[config.mk]
export PLATFORM = sky130hd
export DESIGN_NAME = seven_seg_scan_decoder
export DESIGN_NICKNAME = d
export VERILOG_FILES = /design/src/rtl/seven_seg_scan_decoder.sv
export SDC_FILE = /design/constraint.sdc
export NUM_CORES = 1
export LEC_CHECK = 0
export ABC_AREA = 1
export ABC_CLOCK_PERIOD_IN_PS = 3420
export CAP_MARGIN = 5
export CORE_AREA = 2 2 92 160
export DETAILED_ROUTE_END_ITERATION = 7
export DIE_AREA = 0 0 94 162
export PLACE_DENSITY_LB_ADDON = 0.3
export REMOVE_ABC_BUFFERS = 1
export SYNTH_ARGS = -nofsm -noshare
export SYNTH_HDL_FRONTEND = slang
export SYNTH_SLANG_ARGS = --single-unit
[constraint.sdc]
create_clock -name clk -period 3.42 [get_ports clk]
set_clock_uncertainty 0.15 [all_clocks]
set_input_delay 0.513 -clock clk [delete_from_list [all_inputs] [get_ports clk]]
set_output_delay 0.513 -clock clk [all_outputs]
set_load 0.005 [all_outputs]
[src/rtl/seven_seg_scan_decoder.sv]
// Reads back a 4-digit multiplexed active-low seven-segment bus and publishes whole frames.
// Optional BLANK_DETECT_EN: all-dark segments decode as a legal blank digit with blank_mask output.
module seven_seg_scan_decoder #(
    parameter int unsigned SETTLE_CYCLES  = 16,
    parameter int unsigned TIMEOUT_CYCLES = 65536
) (
    input  logic        clk,
    input  logic        reset,
    input  logic        an3,
    input  logic        an2,
    input  logic        an1,
    input  logic        an0,
    input  logic        a,
    input  logic        b,
    input  logic        c,
    input  logic        d,
    input  logic        e,
    input  logic        f,
    input  logic        g,
    input  logic        dp,
    output logic [15:0] digits,
    output logic [3:0]  dp_mask,
    output logic        frame_valid,
    output logic        decode_err,
    output logic        stale
`ifdef BLANK_DETECT_EN
    ,
    output logic [3:0]  blank_mask
`endif
);

    localparam int unsigned SW = $clog2(SETTLE_CYCLES + 1);
    localparam int unsigned TW = $clog2(TIMEOUT_CYCLES);
    localparam logic [SW-1:0] SettleMax  = SW'(SETTLE_CYCLES - 1);
    localparam logic [TW-1:0] TimeoutMax = TW'(TIMEOUT_CYCLES - 1);

    typedef enum logic [1:0] {StIdle, StSettle, StCapture, StHold} state_e;

    state_e        state_q, state_d;
    logic [3:0]    an_q, an_d, act_an_q, act_an_d;
    logic [6:0]    seg_q, seg_d;
    logic          dp_in_q, dp_in_d;
    logic [SW-1:0] cnt_q, cnt_d;
    logic [TW-1:0] tcnt_q, tcnt_d;
    logic [15:0]   slots_q, slots_d, digits_q, digits_d;
    logic [3:0]    slot_dp_q, slot_dp_d, mask_q, mask_d, dp_mask_q, dp_mask_d;
    logic          err_q, err_d, frame_valid_q, frame_valid_d;
    logic          decode_err_q, decode_err_d, stale_q, stale_d;
    logic [3:0]    nib;
    logic          seg_ok, an_legal;
    logic [1:0]    cap_idx;
`ifdef BLANK_DETECT_EN
    logic [3:0]    slot_blank_q, slot_blank_d, blank_mask_q, blank_mask_d;
    logic          seg_blank;
`endif

    function automatic logic [1:0] an_index(input logic [3:0] an);
        case (an)
            4'b1101: an_index = 2'd1;
            4'b1011: an_index = 2'd2;
            4'b0111: an_index = 2'd3;
            default: an_index = 2'd0;
        endcase
    endfunction

    assign an_legal = (an_q == 4'b1110) || (an_q == 4'b1101) ||
                      (an_q == 4'b1011) || (an_q == 4'b0111);
    // Slot comes from the latched anode: the live anode may already have moved on in CAPTURE.
    assign cap_idx = an_index(act_an_q);

    always_comb begin
        nib    = 4'h0;
        seg_ok = 1'b1;
`ifdef BLANK_DETECT_EN
        seg_blank = 1'b0;
`endif
        case (seg_q)
            7'b0000001: nib = 4'h0;
            7'b1001111: nib = 4'h1;
            7'b0010010: nib = 4'h2;
            7'b0000110: nib = 4'h3;
            7'b1001100: nib = 4'h4;
            7'b0100100: nib = 4'h5;
            7'b0100000: nib = 4'h6;
            7'b0001111: nib = 4'h7;
            7'b0000000: nib = 4'h8;
            7'b0000100: nib = 4'h9;
            7'b0001000: nib = 4'hA;
            7'b1100000: nib = 4'hB;
            7'b0110001: nib = 4'hC;
            7'b1000010: nib = 4'hD;
            7'b0110000: nib = 4'hE;
            7'b0111000: nib = 4'hF;
`ifdef BLANK_DETECT_EN
            7'b1111111: seg_blank = 1'b1;
`endif
            default:    seg_ok = 1'b0;
        endcase
    end

    always_comb begin
        an_d          = {an3, an2, an1, an0};
        seg_d         = {a, b, c, d, e, f, g};
        dp_in_d       = dp;
        state_d       = state_q;
        act_an_d      = act_an_q;
        cnt_d         = cnt_q;
        tcnt_d        = (tcnt_q == TimeoutMax) ? tcnt_q : tcnt_q + TW'(1);
        slots_d       = slots_q;
        slot_dp_d     = slot_dp_q;
        mask_d        = mask_q;
        err_d         = err_q;
        digits_d      = digits_q;
        dp_mask_d     = dp_mask_q;
        decode_err_d  = decode_err_q;
        frame_valid_d = 1'b0;
        stale_d       = stale_q;
`ifdef BLANK_DETECT_EN
        slot_blank_d  = slot_blank_q;
        blank_mask_d  = blank_mask_q;
`endif

        unique case (state_q)
            StIdle: begin
                if (an_legal) begin
                    state_d  = StSettle;
                    act_an_d = an_q;
                    cnt_d    = '0;
                end
            end
            StSettle: begin
                if (an_q != act_an_q)       state_d = StIdle;
                else if (cnt_q == SettleMax) state_d = StCapture;
                else                        cnt_d   = cnt_q + SW'(1);
            end
            StCapture: state_d = StHold;
            StHold:    if (an_q != act_an_q) state_d = StIdle;
            default:   state_d = StIdle;
        endcase

        // Timeout clears first so a capture in the same cycle still lands in the fresh mask.
        if (tcnt_q == TimeoutMax) begin
            stale_d = 1'b1;
            mask_d  = '0;
            err_d   = 1'b0;
        end

        if (state_q == StCapture) begin
            tcnt_d                     = '0;
            slots_d[{cap_idx, 2'b00} +: 4] = nib;
            slot_dp_d[cap_idx]         = ~dp_in_q;
            mask_d[cap_idx]            = 1'b1;
            if (!seg_ok) err_d = 1'b1;
`ifdef BLANK_DETECT_EN
            slot_blank_d[cap_idx]      = seg_blank;
`endif
        end

        if (mask_q == 4'hF) begin
            digits_d      = slots_q;
            dp_mask_d     = slot_dp_q;
            decode_err_d  = err_q;
            frame_valid_d = 1'b1;
            stale_d       = 1'b0;
            mask_d        = '0;
            err_d         = 1'b0;
`ifdef BLANK_DETECT_EN
            blank_mask_d  = slot_blank_q;
`endif
        end
    end

    always_ff @(posedge clk or negedge reset) begin
        if (!reset) begin
            state_q       <= StIdle;
            an_q          <= 4'hF;
            seg_q         <= 7'h7F;
            dp_in_q       <= 1'b1;
            act_an_q      <= 4'hF;
            cnt_q         <= '0;
            tcnt_q        <= '0;
            slots_q       <= '0;
            slot_dp_q     <= '0;
            mask_q        <= '0;
            err_q         <= 1'b0;
            digits_q      <= '0;
            dp_mask_q     <= '0;
            decode_err_q  <= 1'b0;
            frame_valid_q <= 1'b0;
            stale_q       <= 1'b0;
`ifdef BLANK_DETECT_EN
            slot_blank_q  <= '0;
            blank_mask_q  <= '0;
`endif
        end else begin
            state_q       <= state_d;
            an_q          <= an_d;
            seg_q         <= seg_d;
            dp_in_q       <= dp_in_d;
            act_an_q      <= act_an_d;
            cnt_q         <= cnt_d;
            tcnt_q        <= tcnt_d;
            slots_q       <= slots_d;
            slot_dp_q     <= slot_dp_d;
            mask_q        <= mask_d;
            err_q         <= err_d;
            digits_q      <= digits_d;
            dp_mask_q     <= dp_mask_d;
            decode_err_q  <= decode_err_d;
            frame_valid_q <= frame_valid_d;
            stale_q       <= stale_d;
`ifdef BLANK_DETECT_EN
            slot_blank_q  <= slot_blank_d;
            blank_mask_q  <= blank_mask_d;
`endif
        end
    end

    assign digits      = digits_q;
    assign dp_mask     = dp_mask_q;
    assign frame_valid = frame_valid_q;
    assign decode_err  = decode_err_q;
    assign stale       = stale_q;
`ifdef BLANK_DETECT_EN
    assign blank_mask  = blank_mask_q;
`endif

endmodule
# After elaboration in Yosys (flattened, before gate mapping)
# Cells that the tools add are included.
# word_totals
register_bits	87
in_bits	14
output_inout_bits	23
elab_cells	100
# op_classes
n_addsub	3
magnitude_cmp	2
eq_ne	35
n_shift	2
mux	28
bitwise	2
n_reduce_logical	12
# ops
operator	count
$pmux 4 s15	1
$eq 7x6->1 const B	5
$mux 16	2
$eq 7x7->1 const B	4
$eq 4x4->1 const B	6
$add 16x1->16 const B	1
$bwmux 16	1
$eq 16x16->1 const B	1
$reduce_or 16->1	1
$shift 4x6->16 const A	1
$shiftx 4x6->16	1
$mux 5	3
$eq 7x3->1 const B	2
$eq 7x4->1 const B	2
$mux 4	3
$pmux 5 s2	1
$mux 1	9
$eq 4x3->1 const B	2
$mux 2	4
$ne 2x2->1 const B	4
$pmux 2 s4	1
$eq 7x1->1 const B	1
$eq 7x5->1 const B	1
$logic_not 7->1	1
other kinds (22)	26

# Longest topological paths before layout
# Gate-level depths: netlist (run 1).
# depth
word_depth	9
mapped_depth	10
mapped_depth_nobuf	10

# Least setup slack after synthesis (run 1)
# No wires, ideal clock.
# synth_timing
path_kind	flip-flop to flip-flop
from	reg act_an_q[3]
to	reg slots_q[12]
setup_time_ns	0.065
t_arrival_ns	1.623
required_ns	3.205
slack_ns	1.582
stages_incl_launch_ff	10
synth_period_minus_slack_ns	1.838
cell_sequence	dfstp_2 nand2_1 nor3_1 a21oi_2 inv_2 ha_1 nand2_1 nor2_1 nand4_1 nand2_1
# synth_via
elab_chain_cells	5
elab_cells_between_ends	8
# synth_rtl
element	line_no	text
from (decl)	40	logic [3:0] an_q, an_d, act_an_q, act_an_d;
from (signal assigned)	200	act_an_q <= act_an_d;
$eq 4x3->1 / $eq 4x4->1 (equally long branches)	58	case (an)
$pmux 2 s3 *	58	
$neg 4->6 *	150	slots_d[{cap_idx, 2'b00} +: 4] = nib;
$shiftx 4x6->16 / $shift 4x6->16 (equally long branches)	150	
$bwmux 16 *	150	
to (signal assigned)	203	slots_q <= slots_d;
to (decl)	45	logic [15:0] slots_q, slots_d, digits_q, digits_d;
# Mark *: on every way between the ends. The rest lies on a longest branch, timed or not.
# A chain may end at the register's enable or synchronous reset.

# Final worst setup path (run 1)
# Ends and elaborated chain as after synthesis.

==> impl_metrics.prom, run 1 <==
# TYPE chip_impl_metric gauge
chip_impl_metric{name="drt_first_pass_iters",unit=""} 4
chip_impl_metric{name="timing.fmax",unit="GHz"} 0.454
chip_impl_info{name="hp-class",value="primary input to asynchronous set/reset pin"} 1
chip_impl_metric{name="syn-mean-instance-area",unit="um^2"} 9.01
chip_impl_metric{name="post_drt_wl_per_cell",unit="um"} 13.4
chip_impl_metric{name="core_area",unit="mm^2"} 0.0139
chip_impl_metric{name="clock_pin_slew_on_the_worst_setup_and_hold_paths",unit="ns"} 0.07
chip_impl_metric{name="post_cts_resize_count",unit=""} 0
chip_impl_metric{name="synthToLayoutAreaGrowth",unit="%"} 20.8
chip_impl_info{name="top_usage_layer",value="met2"} 1
chip_impl_metric{name="seq_area_frac_synth",unit="%"} 53.6
chip_impl_metric{name="globalplace.congestion",unit=""} 0.887
chip_impl_metric{name="synth-edff-count",unit=""} 0
chip_impl_info{name="grt_setup_unrepaired",value="false"} 1
chip_impl_info{name="crit_chain",value="nand2_1 > nor3_1 > a21oi_2 > inv_2 > ha_1 > nand2_1 > nor2_1 > nand4_1 > nand2_1"} 1
chip_impl_metric{name="synth_warnings",unit=""} 0
chip_impl_info{name="cp_common_cell",value="sky130_fd_sc_hd__nand2_1"} 1
chip_impl_metric{name="synth_top_area_share",unit="%"} 43.3
chip_impl_metric{name="dp.cells",unit=""} 665
chip_impl_info{name="start_kind",value="flip-flop"} 1
chip_impl_metric{name="finalSetupViolCount",unit=""} 0
chip_impl_metric{name="final_critical_path_required_period",unit="ns"} 2.20
chip_impl_metric{name="final-instance-count-excl-fill",unit=""} 681
chip_impl_metric{name="final_max_slew_viol_count",unit=""} 0
chip_impl_metric{name="share_of_layout_cells_above_drive_strength_1",unit="%"} 15.1
chip_impl_metric{name="p_leak",unit="nW"} 2.35
chip_impl_metric{name="drt_iter0_drc",unit=""} 192
chip_impl_metric{name="io-pin-count",unit=""} 37
chip_impl_metric{name="finalWirelength",unit="um"} 9140
chip_impl_metric{name="cts_hold_buf",unit=""} 0
chip_impl_metric{name="setup_ws",unit="ns"} 1.22
chip_impl_metric{name="fin_crit_sh",unit="%"} 64.4
chip_impl_metric{name="count_of_max_cap_constraint_violations",unit=""} 0
chip_impl_metric{name="drt_drc_violations_left",unit=""} 0
chip_impl_metric{name="postCtsSetupRepairBufs",unit=""} 0
chip_impl_metric{name="pin_count_of_the_biggest_net_entering_global_routing",unit=""} 82
chip_impl_metric{name="nets",unit=""} 520
chip_impl_metric{name="grt_pass1_vias",unit=""} 3299
chip_impl_metric{name="die_footprint",unit="mm^2"} 0.0152
chip_impl_metric{name="irDropWorstVdd",unit="mV"} 0.356
chip_impl_metric{name="globalRouteTotalUtil",unit="%"} 12.8
chip_impl_metric{name="clk_path_buf_depth",unit=""} 2
chip_impl_metric{name="h-tree-depth",unit=""} 3
chip_impl_metric{name="drtAntennaViolNets",unit=""} 0
chip_impl_info{name="synth_ff_type",value="sky130_fd_sc_hd__dfrtp_1"} 1
chip_impl_metric{name="clk_latency",unit="ns"} 0.34
chip_impl_metric{name="cp.required",unit="ns"} 3.55
chip_impl_metric{name="placement.setup.worst_slack",unit="ns"} 1.23
chip_impl_metric{name="cts.sinks",unit=""} 87
chip_impl_metric{name="insertedDiodeCount",unit=""} 0
chip_impl_metric{name="global_route.usage.met3",unit="%"} 2.18
chip_impl_metric{name="floorplan.die.width",unit="um"} 94
chip_impl_info{name="clock-root-buffer",value="sky130_fd_sc_hd__clkbuf_16"} 1
chip_impl_metric{name="numPortBuffers",unit=""} 36
chip_impl_metric{name="wire_length_of_the_first_global_routing_pass",unit="um"} 15300
chip_impl_metric{name="slowest_delay",unit="ns"} 0.57
chip_impl_metric{name="use_met2",unit="%"} 22.6
chip_impl_metric{name="hpwl",unit="um"} 6720
chip_impl_metric{name="syn_area",unit="mm^2"} 0.00410
chip_impl_metric{name="yosys.cell_types.count",unit=""} 37
chip_impl_metric{name="max-slew-margin-rel",unit="%"} 30.5
chip_impl_metric{name="vias",unit=""} 3175
chip_impl_info{name="yosysTopAreaCell",value="sky130_fd_sc_hd__dfrtp_1"} 1
chip_impl_metric{name="dieHeight",unit="um"} 162
chip_impl_info{name="cts_tree",value="done"} 1
chip_impl_metric{name="netlist_instances",unit=""} 455
chip_impl_metric{name="worstPathMaxFanout",unit=""} 10
chip_impl_metric{name="numCtsBuffers",unit=""} 9
chip_impl_info{name="kind_of_critical_path",value="flip-flop to flip-flop"} 1
chip_impl_metric{name="yosys_register_bits",unit=""} 87
chip_impl_info{name="outcome",value="finished clean"} 1
chip_impl_metric{name="std_cell_rows",unit=""} 57
chip_impl_metric{name="routed_via_density",unit=""} 4.66
chip_impl_metric{name="globalRouteOverflowTotal",unit=""} 0
chip_impl_metric{name="power.density",unit="mW/mm^2"} 478
chip_impl_info{name="end_kind",value="flip-flop"} 1
chip_impl_metric{name="start_util",unit="%"} 29.5
chip_impl_info{name="critical_path.slowest_cell",value="sky130_fd_sc_hd__dfstp_2"} 1
chip_impl_metric{name="setup-tns-final",unit="ns"} 0
chip_impl_metric{name="grt_use_met1",unit="%"} 13.6
chip_impl_metric{name="max_slew.worst_pin.slew",unit="ns"} 1.04
chip_impl_metric{name="setup_slack_reg_to_reg",unit="ns"} 1.22
chip_impl_info{name="yosys-top-cells-area",value="sky130_fd_sc_hd__dfrtp_1 43%, sky130_fd_sc_hd__nand2_1 10%, sky130_fd_sc_hd__dfstp_2 10%, sky130_fd_sc_hd__mux2_2 5.8%, sky130_fd_sc_hd__inv_1 4.3%"} 1
chip_impl_metric{name="async_set_or_reset_flop_fraction_in_the_synthesized_netlist",unit="%"} 100
chip_impl_metric{name="antenna_found_initial",unit=""} 0
chip_impl_metric{name="arrival_time_of_data_at_the_critical_path_endpoint",unit="ns"} 2.34
chip_impl_metric{name="timing_hold_violations_final",unit=""} 0
critical path, delay by kind of cell, from the launching register on:
kind | cells | cell delay, ns
simple gates | 6 | 1.00
flops | 1 | 0.57
fa+ha+maj | 1 | 0.17
buf+inv | 1 | 0.16
compound gates | 1 | 0.11
routing by layer:
layer  vias up  share of wire (%)
li1       1571                  -
met1      1518                 39
met2        62                 53
met3        24                2.6
met4         0                4.7
met5         -                  0
final cells by class:
| cell class | instances | area, um^2 |
|---|---|---|
| inverters | 49 | 186 |
| clock buffers | 10 | 239 |
| well taps | 177 | 221 |
| multi-input cells | 313 | 1680 |
| clock inverters | 6 | 50.0 |
| fillers | 1417 | 8950 |
| repair buffers | 39 | 380 |
| flip-flops and latches | 87 | 2200 |
registers in the layout, indices dropped and copies added, names as in the netlist, named ones only:
signal and count:
mask_q 4, stale 1, slot_dp_q 4, frame_valid 1, dp_in_q 1, slots_q 16
dp_mask 4, state_q 1, an_q 4, err_q 1, seg_q 7, tcnt_q 16
cnt_q 5, act_an_q 4, decode_err 1, digits 16
layout by cell type (no fill, tap or decap), types with 4 or more instances in the layout:
cell type and instances:
sky130_fd_sc_hd__xor2_1 7, sky130_fd_sc_hd__dfstp_2 16, sky130_fd_sc_hd__nand2_1 113, sky130_fd_sc_hd__dfrtp_1 71
sky130_fd_sc_hd__nand3_1 32, sky130_fd_sc_hd__clkdlybuf4s50_1 35, sky130_fd_sc_hd__o21ai_0 26, sky130_fd_sc_hd__clkbuf_16 9
sky130_fd_sc_hd__inv_1 47, sky130_fd_sc_hd__a21oi_1 8, sky130_fd_sc_hd__nor2_2 7, sky130_fd_sc_hd__nand4_1 12
sky130_fd_sc_hd__buf_4 4, sky130_fd_sc_hd__ha_1 7, sky130_fd_sc_hd__nor3_1 11, sky130_fd_sc_hd__nor2_1 45
sky130_fd_sc_hd__mux2_2 21
where the power goes:
group | switching [W] | internal (W) | total (W)
logic | 0.000188 | 0.0000925 | 0.000281
registers | 0.0000513 | 0.00109 | 0.00114
clock network | 0.000424 | 0.000521 | 0.000945
Yosys cell counts, drive strengths merged (2+ instances only):
library cell	number
nand4	12
nand3	33
dfrtp	71
nor2	54
mux2	21
inv	49
a22oi	2
ha	7
nand2	115
xor2	7
o31ai	2
dfstp	16
o21ai	28
a31oi	2
nor3	14
buf	5
a21oi	9
final timing paths:
check / to / from / depth (start not counted)
min in group clk: slots_q[5]$_DFFE_PN0P_ / slots_q[5]$_DFFE_PN0P_ / 2
worst max register to register: slots_q[12]$_DFFE_PN0P_ / act_an_q[3]$_DFFE_PN1P_ / 9
worst max-delay path: slots_q[12]$_DFFE_PN0P_ / act_an_q[3]$_DFFE_PN1P_ / 9
worst min register to register: slots_q[5]$_DFFE_PN0P_ / slots_q[5]$_DFFE_PN0P_ / 2
worst min-delay path: tcnt_q[6]$_DFFE_PN0P_ / reset / 1
max in group asynchronous: seg_q[4]$_DFF_PN1_ / reset / 2
stage by stage:
step	total power, W	area, um^2	util (%)	hold WS (ns)
floorplan	0.00135	4060	-	0.0674
global placement	0.00142	4660	33.5	0.314
detailed placement	0.00144	4660	33.5	0.320
CTS	0.00240	4950	35.6	0.242
global route	0.00250	4950	35.6	0.293
finish	0.00237	4950	35.6	0.191
logic make-up (layout without fill, tap and decap cells):
| group | after synthesis | after routing | synth area share, % |
|---|---|---|---|
| DFF | 87 | 87 | 53.6 |
| adders and majority gates | 7 | 7 | 2.14 |
| muxes | 21 | 21 | 5.77 |
| and+or+nand+nor | 232 | 232 | 25.4 |
| xor gates and xnor gates | 8 | 8 | 1.71 |
| AOI/OAI and AO/OA | 45 | 45 | 5.98 |
| buffers and inverters | 55 | 104 | 5.43 |
No activity file was read; power rests on OpenSTA's default activity.
==> inputs of run 2 (changes only) <==
--- a/config.mk
+++ b/config.mk
@@ -6,7 +6,7 @@
 export NUM_CORES = 1
 export LEC_CHECK = 0
 export ABC_AREA = 1
-export ABC_CLOCK_PERIOD_IN_PS = 3420
+export ABC_CLOCK_PERIOD_IN_PS = 2200
 export CAP_MARGIN = 5
 export CORE_AREA = 2 2 92 160
 export DETAILED_ROUTE_END_ITERATION = 7
==> constraint.sdc (replaced) <==
create_clock -name clk -period 2.2 [get_ports clk]
set_clock_uncertainty 0.15 [all_clocks]
set_input_delay 0.33 -clock clk [delete_from_list [all_inputs] [get_ports clk]]
set_output_delay 0.33 -clock clk [all_outputs]
set_load 0.005 [all_outputs]
==> impl_metrics.prom, run 2 (same netlist as run 1, synthesis figures left out) <==
# TYPE chip_impl_metric gauge
chip_impl_metric{name="wire_length_of_the_first_global_routing_pass",unit="um"} 15000
chip_impl_metric{name="vias",unit=""} 3124
chip_impl_info{name="top_usage_layer",value="met2"} 1
chip_impl_info{name="start_kind",value="flip-flop"} 1
chip_impl_metric{name="dp.cells",unit=""} 669
chip_impl_metric{name="antenna_found_initial",unit=""} 0
chip_impl_metric{name="hpwl",unit="um"} 6670
chip_impl_metric{name="setup-tns-final",unit="ns"} 0
chip_impl_metric{name="max-slew-margin-rel",unit="%"} 66.4
chip_impl_metric{name="layout.area.seq",unit="mm^2"} 0.00220
chip_impl_metric{name="drt_drc_violations_left",unit=""} 0
chip_impl_metric{name="clk_path_buf_depth",unit=""} 2
chip_impl_metric{name="share_of_layout_cells_above_drive_strength_1",unit="%"} 15.9
chip_impl_metric{name="clk_latency",unit="ns"} 0.34
chip_impl_info{name="cts_tree",value="done"} 1
chip_impl_metric{name="globalplace.congestion",unit=""} 0.799
chip_impl_info{name="outcome",value="finished clean"} 1
chip_impl_metric{name="use_met2",unit="%"} 23.2
chip_impl_info{name="grt_setup_unrepaired",value="false"} 1
chip_impl_info{name="hp-class",value="primary input to flip-flop"} 1
chip_impl_info{name="end_kind",value="flip-flop"} 1
chip_impl_metric{name="globalRouteTotalUtil",unit="%"} 12.5
chip_impl_metric{name="start_util",unit="%"} 29.5
chip_impl_metric{name="numCtsBuffers",unit=""} 9
chip_impl_metric{name="worstPathMaxFanout",unit=""} 10
chip_impl_metric{name="std_cell_rows",unit=""} 57
chip_impl_metric{name="cp.required",unit="ns"} 2.33
chip_impl_metric{name="nets",unit=""} 525
chip_impl_metric{name="postCtsSetupRepairBufs",unit=""} 0
chip_impl_info{name="critical_path.slowest_cell",value="sky130_fd_sc_hd__dfstp_2"} 1
chip_impl_metric{name="pin_count_of_the_biggest_net_entering_global_routing",unit=""} 45
chip_impl_metric{name="cts.sinks",unit=""} 87
chip_impl_metric{name="max_slew.worst_pin.slew",unit="ns"} 0.503
chip_impl_metric{name="timing_hold_violations_final",unit=""} 0
chip_impl_metric{name="io-pin-count",unit=""} 37
chip_impl_metric{name="total_power",unit="W"} 0.00379
chip_impl_info{name="crit_chain",value="nand2_1 > nor3_1 > a21oi_2 > inv_2 > ha_1 > nand2_2 > nor2_2 > nand4_1 > nand2_1"} 1
chip_impl_metric{name="power.density",unit="mW/mm^2"} 752
chip_impl_info{name="kind_of_critical_path",value="flip-flop to flip-flop"} 1
chip_impl_metric{name="timing.fmax",unit="GHz"} 0.487
chip_impl_metric{name="drt_first_pass_iters",unit=""} 4
chip_impl_info{name="layout_common_cells",value="113 x sky130_fd_sc_hd__nand2_1, 71 x sky130_fd_sc_hd__dfrtp_1, 47 x sky130_fd_sc_hd__inv_1"} 1
chip_impl_metric{name="routed_via_density",unit=""} 4.55
chip_impl_metric{name="irDropWorstVdd",unit="mV"} 0.480
chip_impl_metric{name="layout_filler_cell_count",unit=""} 1392
chip_impl_metric{name="grt_use_met1",unit="%"} 13.7
chip_impl_metric{name="slowest_delay",unit="ns"} 0.57
chip_impl_metric{name="clock_pin_slew_on_the_worst_setup_and_hold_paths",unit="ns"} 0.06
chip_impl_metric{name="dieHeight",unit="um"} 162
chip_impl_metric{name="timing.hold.ws",unit="ns"} 0.246
chip_impl_metric{name="p_leak",unit="nW"} 2.40
chip_impl_metric{name="floorplan.die.width",unit="um"} 94
chip_impl_metric{name="final_critical_path_required_period",unit="ns"} 2.05
chip_impl_metric{name="grt_pass1_vias",unit=""} 3162
chip_impl_metric{name="h-tree-depth",unit=""} 3
chip_impl_metric{name="finalSetupViolCount",unit=""} 0
chip_impl_metric{name="synthToLayoutAreaGrowth",unit="%"} 22.8
chip_impl_metric{name="drtAntennaViolNets",unit=""} 0
chip_impl_metric{name="arrival_time_of_data_at_the_critical_path_endpoint",unit="ns"} 2.18
chip_impl_info{name="cp_common_cell",value="sky130_fd_sc_hd__nand2_1"} 1
chip_impl_metric{name="post_drt_wl_per_cell",unit="um"} 12.8
chip_impl_metric{name="drt_iter0_drc",unit=""} 113
chip_impl_metric{name="insertedDiodeCount",unit=""} 0
chip_impl_metric{name="core_area",unit="mm^2"} 0.0139
chip_impl_metric{name="die_footprint",unit="mm^2"} 0.0152
chip_impl_metric{name="final_max_slew_viol_count",unit=""} 0
chip_impl_metric{name="finalWirelength",unit="um"} 8790
chip_impl_info{name="layout_commonest_cell",value="sky130_fd_sc_hd__nand2_1"} 1
chip_impl_metric{name="fin_crit_sh",unit="%"} 93.4
chip_impl_info{name="clock-root-buffer",value="sky130_fd_sc_hd__clkbuf_16"} 1
chip_impl_metric{name="multiInputGateArea",unit="mm^2"} 0.00169
chip_impl_metric{name="count_of_max_cap_constraint_violations",unit=""} 0
chip_impl_metric{name="final-instance-count-excl-fill",unit=""} 686
chip_impl_metric{name="globalRouteOverflowTotal",unit=""} 0
chip_impl_metric{name="global_route.usage.met3",unit="%"} 3.01
chip_impl_metric{name="numPortBuffers",unit=""} 36
## run 2: cell count changes in the layout (fill, tap and decap cells not counted), sizes merged
| cell | previous run | this run |
|---|---|---|
| clkbuf | 10 | 12 |
| clkinv | 1 | 2 |
| inv | 52 | 50 |
| dlygate4sd3 | 0 | 1 |
| bufinv | 0 | 1 |
| clkinvlp | 2 | 0 |
| buf | 4 | 8 |
## run 2: worst max-delay path: cells and delay by family, from the launching register on
family	cells	cell delay, ns
AO/OA/AOI/OAI	1	0.10
flip-flops	1	0.57
buffers and inverters	1	0.16
AND/OR/NAND/NOR	6	0.84
adder cells (fa/ha/maj)	1	0.18
## run 2: layout make-up
type	instances	share of cell area, %
flip-flops and latches	87	43.6
multi-input cells	313	33.5
repair buffers	44	8.60
clock buffers	12	5.10
well taps	177	4.40
inverters	49	3.70
clock inverters	4	1.04
## run 2: through the flow
step           utilization, %  cell area, um^2  worst slack [ns]
5_1_grt                  36.2             5030            0.0231
6_report                 36.2             5030             0.146
4_1_cts                  36.1             5030            0.0579
2_1_floorplan               -             4060             0.345
3_5_place_dp             33.8             4710            0.0836
3_3_place_gp             33.8             4710             0.178
## run 2: per-layer routing
metal | part of all wire, % | wire length (um) | vias to the layer above
li1 | - | - | 1582
met1 | 40 | 3490 | 1485
met2 | 56 | 4910 | 50
met3 | 3.2 | 285 | 7
met4 | 1.2 | 105 | 0
met5 | 0 | 0 | -
## run 2: power breakdown
| part | total, W | internal, W | switching, W |
|---|---|---|---|
| registers | 0.00178 | 0.00170 | 0.0000788 |
| logic | 0.000441 | 0.000151 | 0.000289 |
| clock network | 0.00157 | 0.000947 | 0.000623 |
## run 2: final timing paths
path / depth (start not counted) / start / slack (ns) / end
max: 9 / act_an_q[3]$_DFFE_PN1P_ / 0.15 / slots_q[4]$_DFFE_PN0P_
min in group asynchronous: 2 / reset / 0.29 / tcnt_q[12]$_DFFE_PN0P_
max reg2reg: 9 / act_an_q[3]$_DFFE_PN1P_ / 0.15 / slots_q[4]$_DFFE_PN0P_
min reg2reg: 2 / slots_q[7]$_DFFE_PN0P_ / 0.33 / slots_q[7]$_DFFE_PN0P_
min: 1 / g / 0.25 / seg_q[0]$_DFF_PN1_
max in group asynchronous: 3 / reset / 0.95 / act_an_q[3]$_DFFE_PN1P_
## run 2: repair_timing
item                                   4_1_cts  5_1_grt
setup endpoints to repair                    0       15
hold buffers                                 1        0
endpoints found under the hold margin       21        0
gates resized for setup                      0        2
==> inputs of run 3 (changes only) <==
--- a/config.mk
+++ b/config.mk
@@ -11,6 +11,7 @@
 export CORE_AREA = 2 2 92 160
 export DETAILED_ROUTE_END_ITERATION = 7
 export DIE_AREA = 0 0 94 162
+export DONT_BUFFER_PORTS = 1
 export PLACE_DENSITY_LB_ADDON = 0.3
 export REMOVE_ABC_BUFFERS = 1
 export SYNTH_ARGS = -nofsm -noshare
==> impl_metrics.prom, run 3 (same netlist as run 1, synthesis figures left out) <==
# TYPE chip_impl_metric gauge
chip_impl_info{name="outcome",value="complete, but fails checks"} 1
chip_impl_info{name="failed_checks",value="hold timing"} 1
chip_impl_metric{name="clock_pin_slew_on_the_worst_setup_and_hold_paths",unit="ns"} 0.07
chip_impl_info{name="start_kind",value="flip-flop"} 1
chip_impl_metric{name="cts_hold_buf",unit=""} 12
chip_impl_metric{name="count_of_max_cap_constraint_violations",unit=""} 0
chip_impl_metric{name="finalWirelength",unit="um"} 8960
chip_impl_metric{name="layout.area.seq",unit="mm^2"} 0.00220
chip_impl_metric{name="std_cell_rows",unit=""} 57
chip_impl_metric{name="start_util",unit="%"} 29.5
chip_impl_metric{name="cts.sinks",unit=""} 87
chip_impl_metric{name="final_util",unit="%"} 34.5
chip_impl_metric{name="clk_path_buf_depth",unit=""} 2
chip_impl_metric{name="final_max_slew_viol_count",unit=""} 0
chip_impl_metric{name="grt_pass1_vias",unit=""} 3070
chip_impl_metric{name="numPortBuffers",unit=""} 0
chip_impl_metric{name="pin_count_of_the_biggest_net_entering_global_routing",unit=""} 88
chip_impl_metric{name="insertedDiodeCount",unit=""} 0
chip_impl_metric{name="worstPathMaxFanout",unit=""} 10
chip_impl_metric{name="final_critical_path_required_period",unit="ns"} 1.99
chip_impl_metric{name="finalSetupViolCount",unit=""} 0
chip_impl_metric{name="max_slew.worst_pin.slew",unit="ns"} 0.426
chip_impl_metric{name="layout.cell_area.non_filler",unit="mm^2"} 0.00480
chip_impl_info{name="kind_of_critical_path",value="flip-flop to flip-flop"} 1
chip_impl_metric{name="globalRouteTotalUtil",unit="%"} 12.5
chip_impl_info{name="cts_tree",value="done"} 1
chip_impl_info{name="layout_common_cells",value="113 x sky130_fd_sc_hd__nand2_1, 71 x sky130_fd_sc_hd__dfrtp_1, 47 x sky130_fd_sc_hd__inv_1"} 1
chip_impl_metric{name="globalRouteOverflowTotal",unit=""} 0
chip_impl_metric{name="cp.required",unit="ns"} 2.33
chip_impl_metric{name="wire_length_of_the_first_global_routing_pass",unit="um"} 14800
chip_impl_metric{name="timing_hold_violations_final",unit=""} 87
chip_impl_metric{name="h-tree-depth",unit=""} 3
chip_impl_metric{name="slowest_delay",unit="ns"} 0.57
chip_impl_metric{name="post_drt_wl_per_cell",unit="um"} 13.6
chip_impl_info{name="clock-root-buffer",value="sky130_fd_sc_hd__clkbuf_16"} 1
chip_impl_metric{name="max-slew-margin-rel",unit="%"} 71.5
chip_impl_metric{name="numCtsBuffers",unit=""} 9
chip_impl_metric{name="synthToLayoutAreaGrowth",unit="%"} 17.1
chip_impl_info{name="cp_common_cell",value="sky130_fd_sc_hd__nand2_1"} 1
chip_impl_metric{name="timing.hold.ws",unit="ns"} -0.472
chip_impl_metric{name="core_area",unit="mm^2"} 0.0139
chip_impl_metric{name="irDropWorstVdd",unit="mV"} 0.422
chip_impl_metric{name="multiInputGateArea",unit="mm^2"} 0.00169
chip_impl_metric{name="arrival_time_of_data_at_the_critical_path_endpoint",unit="ns"} 2.12
chip_impl_metric{name="placement.setup.worst_slack",unit="ns"} 0.162
chip_impl_metric{name="share_of_layout_cells_above_drive_strength_1",unit="%"} 16.6
chip_impl_metric{name="layout_filler_cell_count",unit=""} 1422
chip_impl_metric{name="io-pin-count",unit=""} 37
chip_impl_info{name="critical_path.top_delay_family",value="simple AND/OR/NAND/NOR gates"} 1
chip_impl_metric{name="dieHeight",unit="um"} 162
chip_impl_metric{name="cp_num_buf_inv",unit=""} 1
chip_impl_metric{name="postCtsSetupRepairBufs",unit=""} 0
chip_impl_metric{name="drtAntennaViolNets",unit=""} 0
chip_impl_metric{name="drt_drc_violations_left",unit=""} 0
chip_impl_metric{name="timing.fmax",unit="GHz"} 0.503
chip_impl_metric{name="clk_latency",unit="ns"} 0.34
chip_impl_metric{name="fin_crit_sh",unit="%"} 90.4
chip_impl_info{name="grt_setup_unrepaired",value="false"} 1
chip_impl_metric{name="setup_ws",unit="ns"} 0.211
chip_impl_metric{name="setup-tns-final",unit="ns"} 0
chip_impl_metric{name="nets",unit=""} 499
chip_impl_metric{name="post_dp_cell_area",unit="mm^2"} 0.00434
chip_impl_metric{name="total_power",unit="W"} 0.00386
chip_impl_metric{name="power.density",unit="mW/mm^2"} 805
chip_impl_info{name="critical_path.slowest_cell",value="sky130_fd_sc_hd__dfstp_2"} 1
chip_impl_metric{name="vias",unit=""} 3058
chip_impl_info{name="end_kind",value="flip-flop"} 1
chip_impl_metric{name="drt_iter0_drc",unit=""} 158
chip_impl_metric{name="antenna_found_initial",unit=""} 0
chip_impl_metric{name="drt_first_pass_iters",unit=""} 4
chip_impl_info{name="hp-class",value="primary input to asynchronous set/reset pin"} 1
chip_impl_metric{name="floorplan.die.width",unit="um"} 94
chip_impl_metric{name="hpwl",unit="um"} 6510
chip_impl_info{name="crit_chain",value="nand2_1 > nor3_1 > a21oi_2 > inv_2 > ha_1 > nand2_2 > nor2_2 > nand3_1 > nand2_1"} 1
chip_impl_info{name="layout_commonest_cell",value="sky130_fd_sc_hd__nand2_1"} 1
chip_impl_metric{name="p_leak",unit="nW"} 2.31
chip_impl_metric{name="die_footprint",unit="mm^2"} 0.0152
chip_impl_metric{name="routed_via_density",unit=""} 4.63
chip_impl_metric{name="globalplace.congestion",unit=""} 0.809
## run 3: repair_timing
action | 4_1_cts | 5_1_grt
endpoints found under the hold margin | 99 | 87
endpoints found under the setup margin | 0 | 2
gates resized for setup | 0 | 2
## run 3: worst paths after layout
path | slack (ns) | cells past startpoint | end | start
min in group clk | 0.33 | 2 | slot_dp_q[2]$_DFFE_PN0P_ | slot_dp_q[2]$_DFFE_PN0P_
worst max-delay path | 0.21 | 9 | slots_q[7]$_DFFE_PN0P_ | act_an_q[3]$_DFFE_PN1P_
worst min register to register | 0.33 | 2 | slot_dp_q[2]$_DFFE_PN0P_ | slot_dp_q[2]$_DFFE_PN0P_
worst min-delay path | -0.47 | 0 | tcnt_q[6]$_DFFE_PN0P_ | reset
worst max register to register | 0.21 | 9 | slots_q[7]$_DFFE_PN0P_ | act_an_q[3]$_DFFE_PN1P_
max in group asynchronous | 2.13 | 0 | seg_q[1]$_DFF_PN1_ | reset
## run 3: metrics by stage
stage / instances / hold slack (ns)
floorplan: 449 / -0.116
global placement: 632 / -0.113
detailed placement: 632 / -0.112
CTS: 660 / -0.484
global route: 660 / -0.492
finish: 660 / -0.472
## run 3: per-layer routing
layer  share of wire, %  up-vias  track usage, %
met5                  0        -               0
met4                2.1        0            4.81
met3                3.9       16            3.39
met2                 55       60            22.1
met1                 39     1454            14.2
li1                   -     1528               -
## run 3: power breakdown
group          switching (W)  internal, W  total, W  leakage (nW)
Sequential         0.0000788      0.00170   0.00178          1.14
Combinational       0.000264     0.000140  0.000403          1.01
Clock               0.000674      0.00101   0.00169         0.155
Total                0.00102      0.00285   0.00386          2.31
## run 3: final cells by class
class                           instances  area share [%]
Clock buffer                            9            4.69
Clock inverter                          7            2.16
Inverter                               49            3.89
Multi-Input combinational cell        313            35.1
Sequential cell                        87            45.8
Tap cell                              177            4.62
Timing Repair Buffer                   18            3.70
